### src/rtl/scan_seq_ctrl.sv
// Scan-chain test sequencer: loads a pattern LSB first, pulses functional capture,
// then unloads the response into resp. One test in flight at a time.
module scan_seq_ctrl #(
    parameter int CHAIN_LEN   = 2,
    parameter int CAPTURE_CYC = 1,
    parameter int CNT_W       = 8
) (
    input  logic                 sys_clk,
    input  logic                 rstb,
    input  logic                 start,
    input  logic                 abort,
    input  logic [CHAIN_LEN-1:0] pattern,
    output logic                 scan_en,
    output logic                 scan_in,
    input  logic                 scan_out,
    output logic                 busy,
    output logic                 done,
    output logic [CHAIN_LEN-1:0] resp
);

    localparam int MAX_CNT = (CHAIN_LEN > CAPTURE_CYC) ? CHAIN_LEN : CAPTURE_CYC;

    if (CHAIN_LEN < 1 || CAPTURE_CYC < 1) begin : g_bad_len
        $error("scan_seq_ctrl: CHAIN_LEN and CAPTURE_CYC must be at least 1");
    end
    if (CNT_W < 1 || (CNT_W < 31 && MAX_CNT >= (1 << CNT_W))) begin : g_bad_cnt_w
        $error("scan_seq_ctrl: CNT_W too small for max(CHAIN_LEN, CAPTURE_CYC)");
    end

    localparam logic [CNT_W-1:0] SHIFT_LAST = CNT_W'(CHAIN_LEN - 1);
    localparam logic [CNT_W-1:0] CAP_LAST   = CNT_W'(CAPTURE_CYC - 1);

    typedef enum logic [2:0] {
        S_IDLE,
        S_SHIFT_IN,
        S_CAPTURE,
        S_SHIFT_OUT,
        S_DONE
    } state_t;

    state_t               state, state_n;
    logic [CNT_W-1:0]     cnt, cnt_n;
    logic [CHAIN_LEN-1:0] pat_q, pat_n;
    logic [CHAIN_LEN-1:0] shadow_q, shadow_n;
    logic [CHAIN_LEN-1:0] resp_n;

    always_ff @(posedge sys_clk or negedge rstb) begin
        if (!rstb) begin
            state    <= S_IDLE;
            cnt      <= '0;
            pat_q    <= '0;
            shadow_q <= '0;
            resp     <= '0;
            scan_en  <= 1'b0;
            scan_in  <= 1'b0;
            busy     <= 1'b0;
            done     <= 1'b0;
        end else begin
            state    <= state_n;
            cnt      <= cnt_n;
            pat_q    <= pat_n;
            shadow_q <= shadow_n;
            resp     <= resp_n;
            // Outputs follow the next state so they line up with the state register.
            scan_en  <= (state_n == S_SHIFT_IN) || (state_n == S_SHIFT_OUT);
            scan_in  <= (state_n == S_SHIFT_IN) && pat_n[0];
            busy     <= (state_n != S_IDLE);
            done     <= (state_n == S_DONE);
        end
    end

    always_comb begin
        state_n  = state;
        cnt_n    = cnt;
        pat_n    = pat_q;
        shadow_n = shadow_q;
        resp_n   = resp;

        if (state != S_IDLE && abort) begin
            state_n = S_IDLE;
            cnt_n   = '0;
        end else begin
            case (state)
                S_IDLE: begin
                    if (start && !abort) begin
                        state_n = S_SHIFT_IN;
                        cnt_n   = '0;
                        pat_n   = pattern;
                    end
                end
                S_SHIFT_IN: begin
                    // pat_q is consumed LSB first; bit 0 is always the next bit to drive.
                    if (cnt == SHIFT_LAST) begin
                        state_n = S_CAPTURE;
                        cnt_n   = '0;
                    end else begin
                        cnt_n = cnt + CNT_W'(1);
                        pat_n = pat_q >> 1;
                    end
                end
                S_CAPTURE: begin
                    if (cnt == CAP_LAST) begin
                        state_n = S_SHIFT_OUT;
                        cnt_n   = '0;
                    end else begin
                        cnt_n = cnt + CNT_W'(1);
                    end
                end
                S_SHIFT_OUT: begin
                    // After CHAIN_LEN samples the first bit taken has reached bit 0.
                    shadow_n                = shadow_q >> 1;
                    shadow_n[CHAIN_LEN-1]   = scan_out;
                    if (cnt == SHIFT_LAST) begin
                        state_n = S_DONE;
                        cnt_n   = '0;
                        resp_n  = shadow_n;
                    end else begin
                        cnt_n = cnt + CNT_W'(1);
                    end
                end
                S_DONE: begin
                    state_n = S_IDLE;
                    cnt_n   = '0;
                end
                default: begin
                    state_n = S_IDLE;
                    cnt_n   = '0;
                end
            endcase
        end
    end

endmodule

### config.mk
export PLATFORM = sky130hd
export DESIGN_NAME = scan_seq_ctrl
export DESIGN_NICKNAME = d
export VERILOG_FILES = /design/src/rtl/scan_seq_ctrl.sv
export SDC_FILE = /design/constraint.sdc
export NUM_CORES = 1
export LEC_CHECK = 0
export ABC_AREA = 1
export BUFFER_PORTS_ARGS = -buffer_cell sky130_fd_sc_hd__buf_2
export CORE_ASPECT_RATIO = 1.4
export CORE_MARGIN = 2
export CORE_UTILIZATION = 50
export CTS_CLUSTER_SIZE = 16
export DETAILED_ROUTE_END_ITERATION = 12
export PLACE_DENSITY = 0.73
export SYNTH_ARGS = -nofsm -noshare
export SYNTH_HDL_FRONTEND = slang
export SYNTH_SLANG_ARGS = --single-unit
export TNS_END_PERCENT = 30
### constraint.sdc
create_clock -name sys_clk -period 1.5 [get_ports sys_clk]
set_clock_uncertainty 0.2 [all_clocks]
set_input_delay 0.15 -clock sys_clk [delete_from_list [all_inputs] [get_ports sys_clk]]
set_output_delay 0.15 -clock sys_clk [all_outputs]
set_load 0.02 [all_outputs]
**Word level (Yosys, flattened, before mapping)**

Cells that the tools add are included.

- Bitwise operators: 1
- Muxes and demuxes: 15
- Reduce and logical (&&, ||, !) cells: 14
- Eq/ne operators: 10
- $add $sub $neg: 1

Operator list:

| cell | number |
|---|---|
| $mux 8 | 4 |
| $pmux 8 s3 | 1 |
| $mux 3 | 5 |
| $pmux 3 s4 | 1 |
| $eq 3x2->1 const B | 3 |
| $add 8x1->8 const B | 1 |
| $eq 8x1->1 const B | 1 |
| $logic_not 8->1 | 1 |
| $eq 3x1->1 const B | 2 |
| $reduce_bool 3->1 | 2 |
| $mux 2 | 2 |
| $ne 2x2->1 const B | 2 |
| $pmux 2 s2 | 1 |
| $reduce_and 4->1 | 1 |
| $eq 3x3->1 const B | 1 |
| $logic_and 1x1->1 | 3 |
| $logic_not 3->1 | 1 |
| $ne 3x3->1 const B | 1 |
| $reduce_and 3->1 | 1 |
| $reduce_and 2->1 | 1 |
| $reduce_bool 2->1 | 1 |
| $reduce_or 2->1 | 1 |
| $logic_not 1->1 | 1 |
| $logic_or 1x1->1 | 1 |
| other kinds (2) | 2 |

- Logic and storage cells: 51
- Bits in registers: 21
- Output and inout bits: 6

**Logic depth before layout (Yosys ltp)**

- Depth in word-level cells: 7
- Gate-level depth with buffers: 9

**Least setup slack after synthesis**

Ideal clock, no wire load.

- Path kind: reg-to-reg
- Start: register cnt[1]
- End: register cnt[0]
- Cell stages (with the launch flop): 10
- Slack: -0.007 ns
- Library setup time: 0.123 ns
- Buffers on the path: 0
- Period minus slack after synthesis: 1.507 ns
- Arrival: 1.184 ns
- Path through: dfrtp_1 > inv_1 > ha_1 > inv_1 > nor2_4 > nand2_2 > nand2_1 > nand2_2 > nand2_4 > o21ai_2

- Longest elaborated chain between the ends: 4
- Elaborated cells on any way between the ends: 6

Ends and longest elaborated chain:

| element | RTL line | source |
|---|---|---|
| start: declaration | 42 | `logic [CNT_W-1:0] cnt, cnt_n;` |
| start signal: assignment | 60 | `cnt <= cnt_n;` |
| $eq 8x1->1 / $logic_not 8->1 (equally long branches) | 93, 113, 102 |  |
| $mux 8, on equally long branches | 93, 113, 102 |  |
| $pmux 8 s3 (*) | 83 | `case (state)` |
| $mux 8 (*) | 79 | `if (state != S_IDLE && abort) begin` |

Every way passes the cells marked *; elsewhere a longest branch is shown, timed or not.
A chain may end at the register's enable or synchronous reset.

**Final worst setup path**

- Start: register cnt[1]
- End: register cnt[2]

- Longest elaborated chain between the ends: 4
- Elaborated cells on any way between the ends: 7

Ends and longest elaborated chain:

| element | RTL line |
|---|---|
| $add 8x1->8 (tied with other cells) | 97, 106, 118 |
| $mux 8, on equally long branches | 93, 113, 102 |
| $pmux 8 s3 (*) | 83 |
| $mux 8 (*) | 79 |

Marks and branches as above.

==> summary.md <==
| Metric | Value |
|---|---|
| Wire length reported by the detailed router | `2.21 mm` |
| Post-route setup slack | `-32.5 ps` |
| Signed area change from the synthesized netlist to the final layout | `24.6%` |
| Final ANT Viol Nets | `0` |
| Post-Syn Area | `0.00112 mm^2` |
| Xor/xnor share of the synthesized area | `2.34%` |
| VDD IR-drop max | `0.000627 V` |
| Number of placement rows | `20` |
| Final hold violations | `0` |
| Die Y-Extent | `60.1 um` |
| Worst min-delay path category | `in2reg` |
| Core area | `0.00215 mm^2` |
| Dpl hpwl | `1.65 mm` |
| Maximum Capacitance Violations | `0` |
| Worst Setup Slack post-DPL | `-50.8 ps` |
| Effective utilization at floorplan | `52.2%` |
| Weighted congestion at the end of routability-driven global placement | `0.875` |
| Multiplexer area fraction after synthesis | `0%` |
| Top-level port count | `13` |
| Number of nets in the layout | `176` |
| Data arrival time of the worst path | `1530 ps` |
| Flip-flop count of the largest register, all copies and words added | `8` |
| Run status | `complete, but fails checks` |
| Area post-placement | `0.00128 mm^2` |
| Max Fanout on Critical Path | `5` |
| LEAKAGE | `0.756 nW` |
| Initial antenna violation count | `0` |
| Post-route fraction of the period consumed by the critical path | `102%` |
| Die width | `44.0 um` |
| Post-synth top area share | `a little over two fifths` |
| Final setup violation count | `6` |
| Share of post-route cells with drive strength above 1 | `approximately two fifths` |
| TritonCTS Buffers | `3` |
| Number of design rule violations left after detail routing | `0` |
| Synthesized-area fraction occupied by ao, oa, aoi and oai cells | `6.58%` |
| Clock network latency to the later pin of the worst-skew pair | `310 ps` |
| Deepest clock path buffer count | `2` |
| Cell variety after synth | `22` |
| Largest register by flop count | `cnt` |
| Slew HR | `71.7%` |
| Maximum operating frequency | `653 MHz` |
| Reg clk slew, reported paths | `110 ps` |
| Die Area | `between 0.002 and 0.003 mm^2` |
| Count of input and output buffers | `12` |
| CTS tree | `built` |
| Summed area of non-filler cells in the final layout | `0.00140 mm^2` |
| GRT met2 Usage | `34.7%` |
| Met3 track demand over resource in global routing | `2.72%` |
| WL/cell | `roughly 12 um` |
| Slew at the pin with the worst max-slew slack | `425 ps` |
| GRT Max-Usage Layer | `met2` |
| Instance count of the mapped netlist | `roughly 140` |
| Required arrival time at the worst endpoint | `1500 ps` |
| Total power consumption of the routed design | `1.97 mW` |
| Detailed Route Iter0 Violations | `21` |
| Critical Path Start Type | `flop` |
| Simple-Gate Fraction of Synth Area | `35.3%` |
| Sink Count | `19` |
| Final Critical Period | `1530 ps` |
| Number of slew-limit violations in the final report | `0` |
| Avg Inst Size Synth | `8.25 um^2` |
| Fill cell total of the finished layout | `182` |
| Adder-cell share of the synthesized area | `3.34%` |
| Critical path endpoint category | `flop` |
| Global-route wire length before repair | `between 3 and 4 mm` |
| Count of state elements after synthesis | `19` |
| Global-route total usage across every layer | `19.3%` |
| Synth top area cells | `dfrtp_1, nand2_1, inv_1` |
| Unrepaired setup endpoints after global routing | `yes` |
| Pwr/cell area | `~1400 mW/mm^2` |
| Gr ovfl total | `0` |
| Routing usage on met1 | `21.5%` |
| Maximum number of pins on one net before global-route repair | `20` |
| Setup Crit Path Kind | `reg2reg` |
| Pre-antenna DRT Iters | `4` |
| Root Buffer Master | `clkbuf_4` |
| Combinational family with the most area after synthesis | `simple AND/OR/NAND/NOR gates` |
| Net Count, Synth | `146` |
| Routed via count divided by cell count | `4.92` |
| Failing checks | `setup timing` |
| Synthesis Warnings | `0` |
| Registers with the most flip-flops | `cnt (8), state (3), resp (2)` |
| Via total after detailed routing | `920` |
| Via count of the first global-routing pass | `919` |
| Diodes inserted | `0` |
| Sequential element share of the synthesized area | `42.4%` |
| Cell taking the most area after synthesis | `dfrtp_1` |
| Number of H-tree branching levels | `1` |
[synthesized netlist by cell type]
library cell and number:
nor3_2 1, nand3_1 11, ha_1 3, dfrtp_1 19
nor3_4 1, nand2_2 6, clkinv_1 1, o21ai_2 5
inv_2 6, o21ai_1 2, nand3_2 2, nand4_1 3
nand2_4 2, nor2_8 2, inv_1 21, buf_4 1
nand2_1 32, nor2_1 9, nor2_4 2, xnor2_1 1
o21ai_0 4, xor2_1 2
[worst paths after layout]
check	endpoint	start	cells past startpoint	slack (ps)
hold / removal	shadow_q[1]	abort	4	20
max in group asynchronous	cnt[0]	rstb	2	670
min in group asynchronous	scan_in	rstb	2	100
setup reg to reg	cnt[2]	cnt[1]	9	-30
hold reg to reg	resp[1]	resp[1]	2	290
setup / recovery	cnt[2]	cnt[1]	9	-30
[worst max-delay path, stage by stage, from the launching register on]
cell     delay, ps
dfrtp_1        400
inv_2           90
ha_4           140
inv_2           40
nor2_4         130
nand2_2         70
nand2_2        100
nand2_4         80
nand2_4        110
o21ai_2         60
[cells in the final DEF, fill, tap and decap left out, types with 3 or more instances in the layout]
| cell type | count |
|---|---|
| buf_2 | 12 |
| buf_4 | 10 |
| clkbuf_4 | 3 |
| dfrtp_1 | 17 |
| dlygate4sd3_1 | 4 |
| inv_1 | 18 |
| inv_2 | 9 |
| nand2_1 | 29 |
| nand2_2 | 8 |
| nand2_4 | 3 |
| nand3_1 | 8 |
| nand3_2 | 5 |
| nand4_1 | 3 |
| nor2_1 | 6 |
| nor2_2 | 3 |
| o21ai_0 | 4 |
| o21ai_2 | 6 |
[metal layers]
metal	wire, um	up-vias	share of wire (%)
met5	0	-	0
met3	41	5	1.9
met4	42	0	1.9
met2	1270	12	57
li1	-	475	-
met1	857	428	39
[through the flow]
step | utilization (%) | hold WS [ps] | cells | TNS, ps
floorplan | - | -346 | 136 | 0
global placement | 59.4 | -93.8 | 179 | -61.4
detailed placement | 59.4 | -91.4 | 179 | -284
CTS | 63.1 | 21.9 | 187 | -8.54
global route | 65.0 | 35.3 | 187 | -953
finish | 65.0 | 16.4 | 187 | -115
[kinds of logic (layout without fill, tap and decap cells)]
group	after synthesis	after routing
buffers and inverters	29	58
xor gates and xnor gates	3	3
DFF	19	19
and+or+nand+nor	71	71
AOI/OAI and AO/OA	11	11
adders and majority gates	3	3
[power by group]
| group | total (mW) | switching (mW) | internal, mW |
|---|---|---|---|
| Sequential | 0.714 | 0.0760 | 0.638 |
| Combinational | 0.988 | 0.622 | 0.366 |
| Clock | 0.267 | 0.167 | 0.0996 |
[timing repair]
action | CTS | global route
setup endpoints to repair | 11 | 16
hold buffers | 4 | 0
hold endpoints to repair | 23 | 0
setup buffers | 0 | 0
gates resized for setup | 4 | 13
pin swaps | 3 | 7
cloned | 0 | 0
[cell type report]
type	count	area, um^2	share of cell area (%)
Clock buffer	3	22.5	1.61
Clock inverter	1	5.00	0.358
Inverter	28	105	7.51
Multi-Input combinational cell	88	586	41.9
Sequential cell	19	478	34.2
Tap cell	22	27.5	1.97
Timing Repair Buffer	26	175	12.5
Note: power is estimated with default switching activity, not from simulation.
